### config.mk
export PLATFORM = sky130hd
export DESIGN_NAME = board_io_csr
export DESIGN_NICKNAME = d
export VERILOG_FILES = /design/src/rtl/board_io_csr_pkg.sv /design/src/rtl/io_debounce.sv /design/src/rtl/board_io_csr.sv
export SDC_FILE = /design/constraint.sdc
export NUM_CORES = 1
export LEC_CHECK = 0
export CORE_ASPECT_RATIO = 1.1
export CORE_MARGIN = 2
export CORE_UTILIZATION = 35
export CTS_BUF_LIST = sky130_fd_sc_hd__clkbuf_4 sky130_fd_sc_hd__clkbuf_8
export DETAILED_ROUTE_END_ITERATION = 16
export PLACE_DENSITY = 0.54
export RECOVER_POWER = 100
export SYNTH_ARGS = -nofsm -noshare
export SYNTH_HDL_FRONTEND = slang
export SYNTH_HIERARCHICAL = 1
export SYNTH_SLANG_ARGS = --single-unit
### constraint.sdc
create_clock -name clk -period 1.55 [get_ports clk]
set_clock_uncertainty 0.2 [all_clocks]
set_input_delay 0.155 -clock clk [delete_from_list [all_inputs] [get_ports clk]]
set_output_delay 0.155 -clock clk [all_outputs]
set_load 0.05 [all_outputs]
### src/rtl/board_io_csr_pkg.sv
// Shared definitions for the board I/O CSR block: CSR modify encodings,
// register offsets and the read-modify-write helper.
package board_io_csr_pkg;

   localparam logic [2:0] MOD_NONE  = 3'd0;
   localparam logic [2:0] MOD_WRITE = 3'd1;
   localparam logic [2:0] MOD_SET   = 3'd2;
   localparam logic [2:0] MOD_CLEAR = 3'd3;

   localparam logic [1:0] OFS_LEDS    = 2'd0;
   localparam logic [1:0] OFS_INPUTS  = 2'd1;
   localparam logic [1:0] OFS_EDGES   = 2'd2;
   localparam logic [1:0] OFS_IRQMASK = 2'd3;

   // New register value for a CSR modify; undefined codes leave it alone.
   function automatic logic [31:0] csr_apply(input logic [2:0]  mod,
                                             input logic [31:0] cur,
                                             input logic [31:0] wd);
      logic [31:0] res;
      case (mod)
         MOD_WRITE: res = wd;
         MOD_SET:   res = cur | wd;
         MOD_CLEAR: res = cur & ~wd;
         default:   res = cur;
      endcase
      return res;
   endfunction

endpackage

### src/rtl/io_debounce.sv
// One input channel: two-flop synchroniser followed by a counter debouncer.
// The debounced value flips only after the synced input has disagreed with it
// for 2^WIDTH consecutive cycles; any agreement restarts the count.
module io_debounce #(
   parameter int WIDTH = 16
) (
   input  logic clk,
   input  logic rstn,
   input  logic async_in,
   output logic stable_out
);

   localparam logic [WIDTH-1:0] CNT_ONE = WIDTH'(1'b1);

   logic             sync1_q;
   logic             sync2_q;
   logic             stable_q;
   logic             stable_d;
   logic [WIDTH-1:0] cnt_q;
   logic [WIDTH-1:0] cnt_d;

   // Count disagreement cycles and flip the debounced value at the threshold.
   always_comb begin
      stable_d = stable_q;
      cnt_d    = cnt_q;
      if (sync2_q == stable_q) begin
         cnt_d = {WIDTH{1'b0}};
      end else if (cnt_q == {WIDTH{1'b1}}) begin
         stable_d = ~stable_q;
         cnt_d    = {WIDTH{1'b0}};
      end else begin
         cnt_d = cnt_q + CNT_ONE;
      end
   end

   // Synchroniser, counter and debounced state.
   always_ff @(posedge clk or negedge rstn) begin
      if (!rstn) begin
         sync1_q  <= 1'b0;
         sync2_q  <= 1'b0;
         stable_q <= 1'b0;
         cnt_q    <= {WIDTH{1'b0}};
      end else begin
         sync1_q  <= async_in;
         sync2_q  <= sync1_q;
         stable_q <= stable_d;
         cnt_q    <= cnt_d;
      end
   end

   assign stable_out = stable_q;

endmodule

### src/rtl/board_io_csr.sv
// CSR-mapped board I/O: LEDs, debounced switches/buttons, sticky button edge
// flags and a reset sequencer. Registers at BASE_ADDR+0..+3 (LEDS, INPUTS,
// EDGES, IRQMASK). Define BOARD_IO_IRQ_EN to implement IRQMASK and irq;
// otherwise IRQMASK reads 0 (access still claimed) and irq is tied low.
module board_io_csr
   import board_io_csr_pkg::*;
#(
   parameter logic [11:0] BASE_ADDR        = 12'hBC8,
   parameter int          SW_COUNT         = 8,
   parameter int          BTN_COUNT        = 4,
   parameter int          LED_COUNT        = 8,
   parameter int          DEBOUNCE_WIDTH   = 16,
   parameter int          RESET_HOLD_WIDTH = 6
) (
   input  logic                 clk,
   input  logic                 rstn,
   input  logic                 read,
   input  logic [2:0]           modify,
   input  logic [31:0]          wdata,
   input  logic [11:0]          addr,
   output logic [31:0]          rdata,
   output logic                 valid,
   input  logic [SW_COUNT-1:0]  sw,
   input  logic [BTN_COUNT-1:0] btn,
   input  logic                 reset_btn_n,
   output logic [LED_COUNT-1:0] leds,
   output logic                 sys_rstn,
   output logic                 irq
);

   localparam logic [RESET_HOLD_WIDTH-1:0] RH_ONE = RESET_HOLD_WIDTH'(1'b1);

   logic [SW_COUNT-1:0]         sw_db_s;
   logic [BTN_COUNT-1:0]        btn_db_s;
   logic [11:0]                 offset_s;
   logic                        hit_s;
   logic [1:0]                  sel_s;
   logic [31:0]                 rd_s;
   logic [BTN_COUNT-1:0]        edge_clr_s;

   logic [LED_COUNT-1:0]        leds_q, leds_d;
   logic [BTN_COUNT-1:0]        edges_q, edges_d;
   logic [BTN_COUNT-1:0]        btn_prev_q, btn_prev_d;
   logic                        valid_q, valid_d;
   logic [31:0]                 rdata_q, rdata_d;
`ifdef BOARD_IO_IRQ_EN
   logic [BTN_COUNT-1:0]        mask_q, mask_d;
   logic                        irq_q, irq_d;
`endif

   logic                        rb_sync1_q;
   logic                        rb_sync2_q;
   logic [RESET_HOLD_WIDTH-1:0] rh_cnt_q, rh_cnt_d;
   logic                        sys_rstn_q, sys_rstn_d;

   for (genvar i = 0; i < SW_COUNT; i++) begin : g_sw
      io_debounce #(.WIDTH(DEBOUNCE_WIDTH)) u_db (
         .clk        (clk),
         .rstn       (rstn),
         .async_in   (sw[i]),
         .stable_out (sw_db_s[i])
      );
   end

   for (genvar i = 0; i < BTN_COUNT; i++) begin : g_btn
      io_debounce #(.WIDTH(DEBOUNCE_WIDTH)) u_db (
         .clk        (clk),
         .rstn       (rstn),
         .async_in   (btn[i]),
         .stable_out (btn_db_s[i])
      );
   end

   // Address decode: the unsigned offset wraps for addresses below the base.
   always_comb begin
      offset_s = addr - BASE_ADDR;
      hit_s    = (read | (modify != MOD_NONE)) & (offset_s < 12'd4);
      sel_s    = offset_s[1:0];
   end

   // Read mux of the current (pre-modify) register values.
   always_comb begin
      rd_s = 32'd0;
      case (sel_s)
         OFS_LEDS:    rd_s[LED_COUNT-1:0]          = leds_q;
         OFS_INPUTS:  rd_s[SW_COUNT+BTN_COUNT-1:0] = {btn_db_s, sw_db_s};
         OFS_EDGES:   rd_s[BTN_COUNT-1:0]          = edges_q;
`ifdef BOARD_IO_IRQ_EN
         OFS_IRQMASK: rd_s[BTN_COUNT-1:0]          = mask_q;
`endif
         default:     rd_s = 32'd0;
      endcase
   end

   // Register updates; a new button edge wins over a same-cycle W1C.
   always_comb begin
      leds_d     = leds_q;
      edge_clr_s = {BTN_COUNT{1'b0}};
`ifdef BOARD_IO_IRQ_EN
      mask_d     = mask_q;
`endif
      if (hit_s) begin
         valid_d = 1'b1;
         rdata_d = rd_s;
         case (sel_s)
            OFS_LEDS: leds_d = LED_COUNT'(csr_apply(modify, 32'(leds_q), wdata));
            OFS_EDGES: begin
               if ((modify == MOD_WRITE) || (modify == MOD_CLEAR)) begin
                  edge_clr_s = wdata[BTN_COUNT-1:0];
               end else begin
                  edge_clr_s = {BTN_COUNT{1'b0}};
               end
            end
`ifdef BOARD_IO_IRQ_EN
            OFS_IRQMASK: mask_d = BTN_COUNT'(csr_apply(modify, 32'(mask_q), wdata));
`endif
            default: leds_d = leds_q;
         endcase
      end else begin
         valid_d = 1'b0;
         rdata_d = 32'd0;
      end
      btn_prev_d = btn_db_s;
      edges_d    = (edges_q & ~edge_clr_s) | (btn_db_s & ~btn_prev_q);
   end

   // CSR state and response registers.
   always_ff @(posedge clk or negedge rstn) begin
      if (!rstn) begin
         leds_q     <= {LED_COUNT{1'b0}};
         edges_q    <= {BTN_COUNT{1'b0}};
         btn_prev_q <= {BTN_COUNT{1'b0}};
         valid_q    <= 1'b0;
         rdata_q    <= 32'd0;
      end else begin
         leds_q     <= leds_d;
         edges_q    <= edges_d;
         btn_prev_q <= btn_prev_d;
         valid_q    <= valid_d;
         rdata_q    <= rdata_d;
      end
   end

`ifdef BOARD_IO_IRQ_EN
   // Interrupt request from any pending, unmasked button edge.
   always_comb begin
      irq_d = |(edges_q & mask_q);
   end

   // Interrupt mask and registered irq.
   always_ff @(posedge clk or negedge rstn) begin
      if (!rstn) begin
         mask_q <= {BTN_COUNT{1'b0}};
         irq_q  <= 1'b0;
      end else begin
         mask_q <= mask_d;
         irq_q  <= irq_d;
      end
   end

   assign irq = irq_q;
`else
   assign irq = 1'b0;
`endif

   // Reset hold counter; the synced button also gates sys_rstn so a press
   // drops it one cycle after synchronisation.
   always_comb begin
      if (!rb_sync2_q) begin
         rh_cnt_d = {RESET_HOLD_WIDTH{1'b0}};
      end else if (&rh_cnt_q) begin
         rh_cnt_d = rh_cnt_q;
      end else begin
         rh_cnt_d = rh_cnt_q + RH_ONE;
      end
      sys_rstn_d = rb_sync2_q & (&rh_cnt_q);
   end

   // Reset-button synchroniser, hold counter and sequenced reset output.
   always_ff @(posedge clk or negedge rstn) begin
      if (!rstn) begin
         rb_sync1_q <= 1'b0;
         rb_sync2_q <= 1'b0;
         rh_cnt_q   <= {RESET_HOLD_WIDTH{1'b0}};
         sys_rstn_q <= 1'b0;
      end else begin
         rb_sync1_q <= reset_btn_n;
         rb_sync2_q <= rb_sync1_q;
         rh_cnt_q   <= rh_cnt_d;
         sys_rstn_q <= sys_rstn_d;
      end
   end

   assign leds     = leds_q;
   assign valid    = valid_q;
   assign rdata    = rdata_q;
   assign sys_rstn = sys_rstn_q;

endmodule

==> impl_table.tex, run 1 <==
\begin{tabular}{lr}
\hline
Metric & Value \\
\hline
\multicolumn{2}{l}{\textbf{Logic synthesis}} \\
\quad Seq cells post-synth & 266 \\
\quad Average cell area after synthesis & 10.2 um\^{}2 \\
\quad Distinct cells, synth & 42 \\
\quad Library cell occupying the most area in the post-synthesis netlist & dfrtp\_1 \\
\quad Share of synthesized area occupied by flip-flops and latches & 53.8\% \\
\quad Number of enable flip-flop cells after synthesis & 0 \\
\quad Post-synthesis cell area & 12,400 um\^{}2 \\
\quad Main synth FF type & dfrtp\_1 \\
\quad Top cells by area, synth & dfrtp\_1, xnor2\_1, nor2\_1, nand4\_1, nand3\_1 \\
\quad Count leader, synth & dfrtp\_1 \\
\quad Number of cells produced by synthesis & 1,211 \\
\quad Fraction of registers with async set or reset after synthesis & 100\% \\
\quad Synth top cells by count & dfrtp\_1, nor2\_1, xnor2\_1 \\
\quad Synth warn & 6 \\
\quad Share of the synthesized area in the top cell type & 53.8\% \\
\multicolumn{2}{l}{\textbf{STA}} \\
\quad Post-layout worst setup margin & -0.252 ns \\
\quad Number of hold violations in the final report & 0 \\
\quad Max-slew headroom & 61.4\% \\
\quad Least-Margin Pin Slew & 0.579 ns \\
\quad Setup repair after global routing missed its margin & true \\
\quad Minimum clock period after layout & 1.80 ns \\
\quad Part of the cycle the worst path needs & 116\% \\
\quad Fmax & 0.555 GHz \\
\quad Slew Viols, Final & 0 \\
\quad Setup violation total in the final timing report & 316 \\
\multicolumn{2}{l}{\textbf{Run status}} \\
\quad Run status & finished, violations left \\
\quad Failing checks & setup timing \\
\multicolumn{2}{l}{\textbf{Run}} \\
\quad Number of maximum-capacitance constraint violations & 0 \\
\multicolumn{2}{l}{\textbf{Power and ir drop}} \\
\quad Power density relative to cell area & 799 nW/um\^{}2 \\
\quad Power consumption & 15.0 mW \\
\quad Worst vdd ir & 0.475 mV \\
\quad Leak & 8.45 nW \\
\multicolumn{2}{l}{\textbf{Global routing}} \\
\quad Antenna violations before repair & 2 \\
\quad GRT Resource Usage Total & 16.4\% \\
\quad Pin count of the biggest net entering global routing & 64 \\
\quad Leftover overflow at the end of global routing & 0 \\
\quad Global-route wire length before repair & 49,800 um \\
\quad Vias in the first global route & 10,434 \\
\multicolumn{2}{l}{\textbf{Finish}} \\
\quad Layout-stage area growth over the synthesis result & 51.9\% \\
\quad Non-filler cells, final & 2,136 \\
\quad Net count of the finished layout & 1,734 \\
\quad Proportion of layout cells with a drive suffix above 1 & 42.6\% \\
\quad Layout Utilization & 53.7\% \\
\multicolumn{2}{l}{\textbf{Floorplan}} \\
\quad Number of top-level design ports & 106 \\
\quad Number of placement rows & 72 \\
\quad Die Area & 36,900 um\^{}2 \\
\quad Placeable core area & 35,000 um\^{}2 \\
\quad Vertical die dimension & 201 um \\
\quad Horiz. Die Dim & 183 um \\
\quad Initial Utilization & 35.3\% \\
\multicolumn{2}{l}{\textbf{Clocking}} \\
\quad Deepest level of the CTS H-tree & 2 \\
\quad Reg clk slew, reported paths & 0.06 ns \\
\quad Clock tree root buffer cell & clkbuf\_8 \\
\quad CTS tree & done \\
\quad Clk\_lat worst skew & 0.56 ns \\
\quad Clk sink count & 266 \\
\quad Number of CTS-inserted buffers & 48 \\
\quad Clock buffer depth & 3 \\
\multicolumn{2}{l}{\textbf{Critical path}} \\
\quad Crit path cell chain & nand3\_2, or4\_4, or3\_4, a21oi\_2 \\
\quad CP Capture Type & register \\
\quad Longest individual stage delay on the worst path & 0.56 ns \\
\quad Startpoint kind of the worst setup timing path & register \\
\quad Classification of the worst setup path & register to register \\
\quad Data required time at the worst endpoint & 1.85 ns \\
\quad Highest-delay cell along the critical path & or4\_4 \\
\quad Worst Path Arrival & 2.10 ns \\
\quad Top fanout value on the critical path & 5 \\
\multicolumn{2}{l}{\textbf{Route}} \\
\quad Remaining number of nets flagged by the antenna check after routing & 0 \\
\quad Routed wirelength normalized by instance count & 14.1 um \\
\quad DRC Markers & 0 \\
\quad Number of vias per cell after detailed routing & 4.80 \\
\quad Total via count after detailed routing & 10,246 \\
\quad Iteration-0 DRC Markers & 365 \\
\quad Total Routed Length & 30,200 um \\
\quad Drt pass-1 iters & 4 \\
\multicolumn{2}{l}{\textbf{Placement}} \\
\quad Detailed Place HPWL & 20,100 um \\
\quad Weighted congestion at the end of routability-driven global placement & 0.793 \\
\quad Number of I/O port buffers & 60 \\
\quad Place WS & -1.03 ns \\
\quad Post-placement cell count & 1,965 \\
\multicolumn{2}{l}{\textbf{Worst hold path}} \\
\quad Type of the tightest min-delay check & primary input to register \\
\hline
\end{tabular}
## state kept, by name, indices dropped and copies added (netlist names), 6 cells and up
register / count
g_sw.u_db/sync2_q: 8
g_sw.u_db/cnt_q: 128
g_sw.u_db/sync1_q: 8
g_btn.u_db/cnt_q: 64
leds: 8
rh_cnt_q: 6
rdata: 12
g_sw.u_db/stable_out: 8
## cell type report
class,count,area [um^2]
multi-input combinational,864,6570
clock buffer,74,925
clock inverter,9,50.0
antenna,2,5.00
sequential,266,6670
fill,3119,16200
timing repair buffer,417,3800
inverter,60,243
tap,444,556
## kinds of logic (layout without fill, tap and decap cells)
family	after synthesis	after routing	synth area share (%)
flops	266	266	53.8
mux	22	22	1.90
fa+ha+maj	14	14	1.41
simple gates	539	539	22.9
xor+xnor	146	146	10.3
buf+inv	101	560	3.95
compound gates	122	122	5.71
other cells	1	23	0.0303
## repair_timing
item	CTS	global route
gates resized for setup	113	175
gates cloned	1	6
hold buffers	17	0
setup endpoints to repair	231	271
hold endpoints to repair	281	0
pin swaps	63	87
buffers inserted	47	23
## per-stage QoR
stage	area [um^2]	setup TNS, ns	hold WS, ns
floorplan	12800	-22.84	-0.341
global placement	16000	-37.61	-0.143
detailed placement	16000	-40.38	-0.142
CTS	18000	-16.57	0.0237
global route	18800	-71.01	0.0254
finish	18800	-27.79	0.0476
## per-layer routing
metal | wire [um] | vias up | track usage (%)
met5 | 13 | - | 0
met4 | 741 | 2 | 5.31
met3 | 1220 | 55 | 3.08
met2 | 15000 | 136 | 27.6
met1 | 13200 | 4996 | 21.2
li1 | - | 5057 | -
## power by group
group | internal (mW) | total [mW] | switching, mW
clock | 3.77 | 6.68 | 2.91
combinational | 0.532 | 1.19 | 0.655
sequential | 7.07 | 7.16 | 0.0924
## critical path, delay by kind of cell, from the launching register on
kind,cells,cell delay [ns]
AO/OA/AOI/OAI,1,0.13
AND/OR/NAND/NOR,3,1.01
flip-flops,1,0.38
## cell usage in the layout, fill, tap and decap left out, types with 13 or more instances in the layout
cell type	count
nor2_2	68
clkbuf_4	16
buf_6	46
xnor2_1	104
nand3_1	44
xnor2_2	17
a21oi_1	28
and3_1	18
xor2_1	25
nor2_1	128
o21ai_0	41
or4_4	13
a21oi_2	20
nand3_2	28
or3_4	15
dfrtp_1	254
conb_1	21
or3_1	21
nand4_1	48
nand2_1	52
dlygate4sd3_1	30
clkbuf_8	60
inv_1	57
buf_12	23
nor4_4	25
clkdlybuf4s50_1	18
nor3_1	17
buf_4	284
## worst paths after layout
kind / from / endpoint / slack [ns] / cells after the start
hold reg to reg: g_sw[0].u_db/sync1_q / g_sw[0].u_db/sync2_q / 0.13 / 0
min in group asynchronous: rstn / g_btn[0].u_db/cnt_q[1] / 0.47 / 3
max in group asynchronous: rstn / g_sw[3].u_db/stable_out / -0.08 / 4
setup reg to reg: g_btn[3].u_db/cnt_q[1] / g_btn[3].u_db/cnt_q[13] / -0.25 / 4
setup / recovery: g_btn[3].u_db/cnt_q[1] / g_btn[3].u_db/cnt_q[13] / -0.25 / 4
hold / removal: wdata[4] / leds[4] / 0.05 / 3
Note: power is estimated with default switching activity, not from simulation.
==> run 2, diff against run 1 <==
PLACE_DENSITY = 0.52   (was 0.54)
clock period = 1.7 ns   (was 1.55 ns; I/O delays follow)
==> run 2 against run 1 <==
Against the previous run: the flow still finishes with violations (setup timing); non-clock buffer count decreased by 48; flip-flop and latch count unchanged; clock-buffer cell count increased by 3; sequential power decreased by 8.8%; worst hold slack improved by 0.020 ns; critical path depth increased by 2; clock power decreased by 1%; first-iteration DRC count decreased by 12%; critical path type is now primary input to register; largest cell class unchanged; largest power group is now the clock network.
==> impl_table.tex, run 2 (synthesis results as in run 1) <==
\begin{tabular}{lr}
\hline
Metric & Value \\
\hline
\multicolumn{2}{l}{\textbf{Global routing}} \\
\quad Vias in the first global route & 10,054 \\
\quad Antenna violations before repair & 3 \\
\quad Pin count of the biggest net entering global routing & 49 \\
\quad GRT Resource Usage Total & 16.4\% \\
\quad Global-route wire length before repair & 49,200 um \\
\quad Leftover overflow at the end of global routing & 0 \\
\multicolumn{2}{l}{\textbf{Finish}} \\
\quad Non-filler cells, final & 2,091 \\
\quad Net count of the finished layout & 1,687 \\
\quad Number of flip-flops in the largest register & 128 \\
\quad Commonest cells after routing, fill and taps aside & dfrtp\_1, buf\_4, xnor2\_1 \\
\quad Proportion of layout cells with a drive suffix above 1 & 38.7\% \\
\quad Register with the most flip-flops & g\_sw.u\_db/cnt\_q \\
\quad Layout-stage area growth over the synthesis result & 45.6\% \\
\quad Fillcell total & 3,133 \\
\quad Area taken by multi-input logic gates & 6310 um\^{}2 \\
\quad Register area & 6660 um\^{}2 \\
\quad Fin area & 18,000 um\^{}2 \\
\quad Antenna Diode Count & 0 \\
\quad Layout Utilization & 51.4\% \\
\quad Most common library cell in the layout ignoring fill and taps & dfrtp\_1 \\
\multicolumn{2}{l}{\textbf{Power and ir drop}} \\
\quad Power consumption & 14.2 mW \\
\quad Power density relative to cell area & 789 nW/um\^{}2 \\
\quad Leak & 7.81 nW \\
\quad Worst vdd ir & 0.598 mV \\
\multicolumn{2}{l}{\textbf{Floorplan}} \\
\quad Vertical die dimension & 201 um \\
\quad Die Area & 36,900 um\^{}2 \\
\quad Number of top-level design ports & 106 \\
\quad Number of placement rows & 72 \\
\quad Horiz. Die Dim & 183 um \\
\quad Initial Utilization & 35.3\% \\
\quad Placeable core area & 35,000 um\^{}2 \\
\multicolumn{2}{l}{\textbf{Clocking}} \\
\quad Clk sink count & 266 \\
\quad Clk\_lat worst skew & 0.59 ns \\
\quad Clock tree root buffer cell & clkbuf\_8 \\
\quad Number of CTS-inserted buffers & 49 \\
\quad Reg clk slew, reported paths & 0.06 ns \\
\quad Deepest level of the CTS H-tree & 2 \\
\quad Clock buffer depth & 3 \\
\quad CTS tree & done \\
\multicolumn{2}{l}{\textbf{STA}} \\
\quad Hold slack & 0.0675 ns \\
\quad Part of the cycle the worst path needs & 106\% \\
\quad Fmax & 0.553 GHz \\
\quad Minimum clock period after layout & 1.81 ns \\
\quad Setup violation total in the final timing report & 170 \\
\quad Least-Margin Pin Slew & 0.888 ns \\
\quad Slew Viols, Final & 0 \\
\quad Number of hold violations in the final report & 0 \\
\quad Max-slew headroom & 40.8\% \\
\quad Setup repair after global routing missed its margin & true \\
\quad Final setup TNS & -6.03 ns \\
\quad Post-layout worst setup margin & -0.107 ns \\
\multicolumn{2}{l}{\textbf{Placement}} \\
\quad Number of I/O port buffers & 60 \\
\quad Detailed Place HPWL & 20,600 um \\
\quad Weighted congestion at the end of routability-driven global placement & 0.805 \\
\quad Post-placement cell count & 1,939 \\
\quad Place WS & -0.894 ns \\
\quad Placement-stage cell area & 15,500 um\^{}2 \\
\multicolumn{2}{l}{\textbf{Critical path}} \\
\quad Worst setup slack for register-to-register paths & -0.09 ns \\
\quad RR Startpoint & g\_sw[3].u\_db/cnt\_q[9] \\
\quad Longest individual stage delay on the worst path & 0.62 ns \\
\quad Data required time at the worst endpoint & 2.02 ns \\
\quad Worst Path Arrival & 2.12 ns \\
\quad Top fanout value on the critical path & 9 \\
\quad Path depth of the worst reg2reg path & 5 \\
\quad Crit path buf inv count & 2 \\
\quad Crit path cell chain & dlygate4sd3\_1, nand4\_2, or4\_1, a21o\_1, inv\_6, and4b\_1 \\
\quad CP Capture Type & register \\
\quad Classification of the worst setup path & primary input to register \\
\quad Highest-delay cell along the critical path & dlygate4sd3\_1 \\
\quad Startpoint kind of the worst setup timing path & primary input \\
\quad Cell class contributing the biggest share of worst-path delay & simple AND/OR/NAND/NOR gates \\
\quad Endpoint of the lowest-slack register-to-register path & g\_sw[3].u\_db/cnt\_q[13] \\
\multicolumn{2}{l}{\textbf{Worst hold path}} \\
\quad Worst hold start & wdata[3] \\
\quad Hold EP & leds[3] \\
\quad Type of the tightest min-delay check & primary input to register \\
\quad Worst hold stages & 3 \\
\multicolumn{2}{l}{\textbf{Route}} \\
\quad Total via count after detailed routing & 9,966 \\
\quad Remaining number of nets flagged by the antenna check after routing & 0 \\
\quad Routed wirelength normalized by instance count & 14.7 um \\
\quad Iteration-0 DRC Markers & 320 \\
\quad DRC Markers & 0 \\
\quad Total Routed Length & 30,600 um \\
\quad Number of vias per cell after detailed routing & 4.77 \\
\quad Drt pass-1 iters & 4 \\
\multicolumn{2}{l}{\textbf{Run status}} \\
\quad Failing checks & setup timing \\
\quad Run status & finished, violations left \\
\multicolumn{2}{l}{\textbf{Run}} \\
\quad Number of maximum-capacitance constraint violations & 0 \\
\hline
\end{tabular}
[run 2: cell count changes in the layout (fill, tap and decap cells not counted), moves of 11 or more]
cell      previous run  this run
buf_4              284       249
buf_6               46        18
clkbuf_4            16        27
dfrtp_1            254       266
dfrtp_2             12         0
nor2_1             128       112
nor2_2              68        50
nor2_4              11        45
nor4_4              25         9
[run 2: area by class of cell]
class	instances	area share, %
timing repair buffer	369	17.7
tap	444	3.08
multi-input combinational	864	35.0
clock inverter	11	0.583
clock buffer	77	5.32
inverter	60	1.35
sequential	266	36.9
[run 2: how the worst max path moves through the flow]
stage | start | endpoint | slack (ns) | cells past startpoint
after floorplan | addr[3] | rdata[10] | -0.1 | 8
after global placement | addr[3] | rdata[11] | -0.87 | 8
after detailed placement | addr[3] | rdata[9] | -0.89 | 8
final | addr[11] | rdata[9] | -0.11 | 6
after global routing | g_btn[3].u_db/cnt_q[0] | g_btn[3].u_db/cnt_q[5] | -0.19 | 6
after CTS | g_sw[3].u_db/cnt_q[0] | g_sw[3].u_db/cnt_q[9] | -0.06 | 6
[run 2: report_power, final]
group	internal, mW	total [mW]	switching [mW]
sequential	6.44	6.53	0.0891
combinational	0.479	1.09	0.606
clock	3.88	6.60	2.72
[run 2: layer usage]
| layer | routed length (um) | GRT usage (%) |
|---|---|---|
| met4 | 717 | 5.89 |
| met2 | 14400 | 25.7 |
| met5 | 46 | 0 |
| met3 | 1570 | 4.62 |
| met1 | 13900 | 21.6 |
[run 2: worst register-to-register path, cell delays in order, from the launching register on]
cell and delay, ns:
dfrtp_1 0.38, nand3_2 0.10, or4_4 0.54, buf_4 0.17, o21ai_0 0.21, a21oi_2 0.08
[run 2: timing repair]
action,4_1_cts,5_1_grt
setup endpoints to repair,145,191
hold buffers,18,0
gates cloned,1,4
endpoints found under the hold margin,282,0
pin swaps,47,123
buffers inserted,23,18
gates resized for setup,29,227
==> run 3, diff against run 2 <==
--- a/config.mk
+++ b/config.mk
@@ -9,6 +9,7 @@
 export CORE_MARGIN = 2
-export CORE_UTILIZATION = 35
+export CORE_UTILIZATION = 60
 export CTS_BUF_LIST = sky130_fd_sc_hd__clkbuf_4 sky130_fd_sc_hd__clkbuf_8
+export CTS_CLUSTER_SIZE = 16
 export DETAILED_ROUTE_END_ITERATION = 16
-export PLACE_DENSITY = 0.52
+export PLACE_DENSITY = 0.81
 export RECOVER_POWER = 100
--- a/constraint.sdc
+++ b/constraint.sdc
@@ -4,2 +4,2 @@
 set_output_delay 0.17 -clock clk [all_outputs]
-set_load 0.05 [all_outputs]
+set_load 0.1 [all_outputs]
==> run 3 against run 2 <==
Against the previous run: the flow still finishes with violations (setup timing); clock-buffer cell count decreased by 15; clock power about the same; fmax shrank 7.4%; critical path depth is the same; worst hold slack got worse by 0.037 ns; die area shrank 41%; via count grew 18%; setup slack worse by 0.14 ns; wire length grew 36%; non-clock buffer count increased by 16; power is 1.0% higher; largest power group unchanged; highest routed layer is now met4.
==> impl_table.tex, run 3 (synthesis results as in run 1) <==
\begin{tabular}{lr}
\hline
Metric & Value \\
\hline
\multicolumn{2}{l}{\textbf{Run status}} \\
\quad Run status & finished, violations left \\
\quad Failing checks & setup timing \\
\multicolumn{2}{l}{\textbf{Floorplan}} \\
\quad Number of placement rows & 55 \\
\quad Horiz. Die Dim & 141 um \\
\quad Number of top-level design ports & 106 \\
\quad Die Area & 21,800 um\^{}2 \\
\quad Placeable core area & 20,400 um\^{}2 \\
\quad Vertical die dimension & 155 um \\
\quad Initial Utilization & 60.6\% \\
\multicolumn{2}{l}{\textbf{Clocking}} \\
\quad Clk sink count & 266 \\
\quad Clock buffer depth & 3 \\
\quad Number of CTS-inserted buffers & 44 \\
\quad Clock tree root buffer cell & clkbuf\_8 \\
\quad Reg clk slew, reported paths & 0.08 ns \\
\quad Deepest level of the CTS H-tree & 2 \\
\quad CTS tree & done \\
\quad Clk\_lat worst skew & 0.59 ns \\
\multicolumn{2}{l}{\textbf{Finish}} \\
\quad Net count of the finished layout & 1,698 \\
\quad Layout-stage area growth over the synthesis result & 46.0\% \\
\quad Non-filler cells, final & 1,912 \\
\quad Number of flip-flops in the largest register & 128 \\
\quad Commonest cells after routing, fill and taps aside & buf\_4, dfrtp\_1, nor2\_1 \\
\quad Register with the most flip-flops & g\_sw.u\_db/cnt\_q \\
\quad Most common library cell in the layout ignoring fill and taps & buf\_4 \\
\quad Proportion of layout cells with a drive suffix above 1 & 38.7\% \\
\multicolumn{2}{l}{\textbf{Route}} \\
\quad DRC Markers & 0 \\
\quad Total via count after detailed routing & 11,781 \\
\quad Total Routed Length & 41,500 um \\
\quad Drt pass-1 iters & 7 \\
\quad Remaining number of nets flagged by the antenna check after routing & 0 \\
\quad Routed wirelength normalized by instance count & 21.7 um \\
\quad Number of vias per cell after detailed routing & 6.16 \\
\quad Iteration-0 DRC Markers & 977 \\
\multicolumn{2}{l}{\textbf{Global routing}} \\
\quad Leftover overflow at the end of global routing & 0 \\
\quad Antenna violations before repair & 1 \\
\quad Global-route wire length before repair & 52,500 um \\
\quad GRT Resource Usage Total & 29.7\% \\
\quad Pin count of the biggest net entering global routing & 62 \\
\quad Vias in the first global route & 11,189 \\
\multicolumn{2}{l}{\textbf{Worst hold path}} \\
\quad Worst hold stages & 3 \\
\quad Hold EP & leds[3] \\
\quad Worst hold start & wdata[3] \\
\quad Type of the tightest min-delay check & primary input to register \\
\multicolumn{2}{l}{\textbf{Power and ir drop}} \\
\quad Power consumption & 14.4 mW \\
\quad Proportion of total power due to net switching & 25.2\% \\
\quad Fraction of power consumed by the clock network & 46.1\% \\
\quad Sw power & 3.62 mW \\
\quad Seq pwr share & 45.5\% \\
\quad Worst vdd ir & 0.678 mV \\
\quad Power density relative to cell area & 795 nW/um\^{}2 \\
\quad Internal power & 10.7 mW \\
\quad Power share of the combinational group & 8.4\% \\
\quad Leak & 8.00 nW \\
\multicolumn{2}{l}{\textbf{Run}} \\
\quad Number of maximum-capacitance constraint violations & 0 \\
\multicolumn{2}{l}{\textbf{Critical path}} \\
\quad Highest-delay cell along the critical path & dfrtp\_1 \\
\quad Crit path buf inv count & 1 \\
\quad Data required time at the worst endpoint & 1.94 ns \\
\quad Worst setup slack for register-to-register paths & -0.25 ns \\
\quad Longest individual stage delay on the worst path & 0.41 ns \\
\quad Startpoint kind of the worst setup timing path & register \\
\quad Worst Path Arrival & 2.20 ns \\
\quad Endpoint of the lowest-slack register-to-register path & g\_sw[0].u\_db/cnt\_q[14] \\
\quad Crit path cell chain & ha\_2, nand4\_1, buf\_4, nor4\_4, xnor2\_1, nor2\_1 \\
\quad Top fanout value on the critical path & 4 \\
\quad Cell class contributing the biggest share of worst-path delay & simple AND/OR/NAND/NOR gates \\
\quad Number of cells on the critical path & 6 \\
\quad RR Startpoint & g\_sw[0].u\_db/cnt\_q[0] \\
\quad Path depth of the worst reg2reg path & 6 \\
\quad CP Capture Type & register \\
\quad Classification of the worst setup path & register to register \\
\multicolumn{2}{l}{\textbf{STA}} \\
\quad Max-slew headroom & 57.4\% \\
\quad Minimum clock period after layout & 1.95 ns \\
\quad Number of hold violations in the final report & 0 \\
\quad Setup repair after global routing missed its margin & true \\
\quad Post-layout worst setup margin & -0.251 ns \\
\quad Part of the cycle the worst path needs & 115\% \\
\quad Setup violation total in the final timing report & 198 \\
\quad Fmax & 0.513 GHz \\
\quad Least-Margin Pin Slew & 0.639 ns \\
\quad Slew Viols, Final & 0 \\
\multicolumn{2}{l}{\textbf{Placement}} \\
\quad Detailed Place HPWL & 19,800 um \\
\quad Number of I/O port buffers & 60 \\
\quad Weighted congestion at the end of routability-driven global placement & 0.828 \\
\quad Post-placement cell count & 1,750 \\
\hline
\end{tabular}
run 3: changes by cell type in the layout (fill, tap and decap cells not counted), moves of 6 or more:
cell,previous run,this run
buf_2,6,0
buf_12,16,26
or3_4,6,13
nor2_4,45,28
nor4_1,9,3
nor2_2,50,44
clkbuf_8,61,55
clkbuf_4,27,10
nor2_1,112,135
or3_1,30,23
buf_6,18,30
buf_4,249,268
run 3: power by group through the flow:
stage / sequential (mW) / clock, mW / combinational (mW)
global route: 6.55 / 6.92 / 1.28
global placement: 6.63 / 0 / 0.950
floorplan: 6.64 / 0 / 0.503
CTS: 6.53 / 6.55 / 1.07
detailed placement: 6.64 / 0 / 0.974
finish: 6.54 / 6.62 / 1.20
run 3: cell type report:
| type | count | area [um^2] |
|---|---|---|
| antenna | 2 | 5.00 |
| clock buffer | 62 | 810 |
| clock inverter | 17 | 215 |
| fill | 804 | 2360 |
| inverter | 60 | 243 |
| multi-input combinational | 864 | 6330 |
| sequential | 266 | 6660 |
| tap | 256 | 320 |
| timing repair buffer | 385 | 3490 |
run 3: worst max-delay path by stage:
| stage | start | end | slack (ns) |
|---|---|---|---|
| finish | g_sw[0].u_db/cnt_q[0] | g_sw[0].u_db/cnt_q[14] | -0.25 |
| global route | g_btn[2].u_db/cnt_q[1] | g_btn[2].u_db/cnt_q[14] | -0.29 |
| CTS | g_sw[7].u_db/cnt_q[9] | g_sw[7].u_db/cnt_q[13] | -0.1 |
| detailed placement | addr[3] | rdata[1] | -0.89 |
| global placement | addr[3] | rdata[1] | -0.81 |
| floorplan | addr[3] | rdata[10] | -0.1 |
run 3: layer usage:
layer / global-route usage (%) / up-vias / part of all wire [%] / wire (um)
li1: - / 4996 / - / -
met1: 34.7 / 5793 / 35 / 14400
met2: 52.9 / 728 / 51 / 21400
met3: 5.67 / 264 / 7.0 / 2900
met4: 13.5 / 0 / 6.8 / 2830
met5: 0 / - / 0 / 0
run 3: what timing repair did:
action	in CTS	in global routing
hold endpoints to repair	281	0
resized for setup	51	199
setup endpoints to repair	155	190
gates cloned	3	4
pin swaps	43	103
buffers inserted	34	27
hold buffers	17	0
run 3: through the flow:
| step | cell area, um^2 | setup slack, ns | util [%] | setup TNS, ns | hold WS [ns] |
|---|---|---|---|---|---|
| final | 18100 | -0.251 | 88.4 | -22.61 | 0.0306 |
| after global routing | 18100 | -0.289 | 88.4 | -49.29 | 0.0379 |
| after CTS | 17000 | -0.0966 | 83.3 | -3.27 | 0.00778 |
| after detailed placement | 15300 | -0.888 | 75.0 | -21.41 | -0.123 |
| after global placement | 15300 | -0.810 | 75.0 | -17.21 | -0.126 |
| after floorplan | 12500 | -0.0991 | - | -1.35 | -0.326 |
run 3: worst min-delay path, stage by stage:
cell and delay [ns]:
clkdlybuf4s50_1 0.46, inv_1 0.09, a211oi_1 0.07
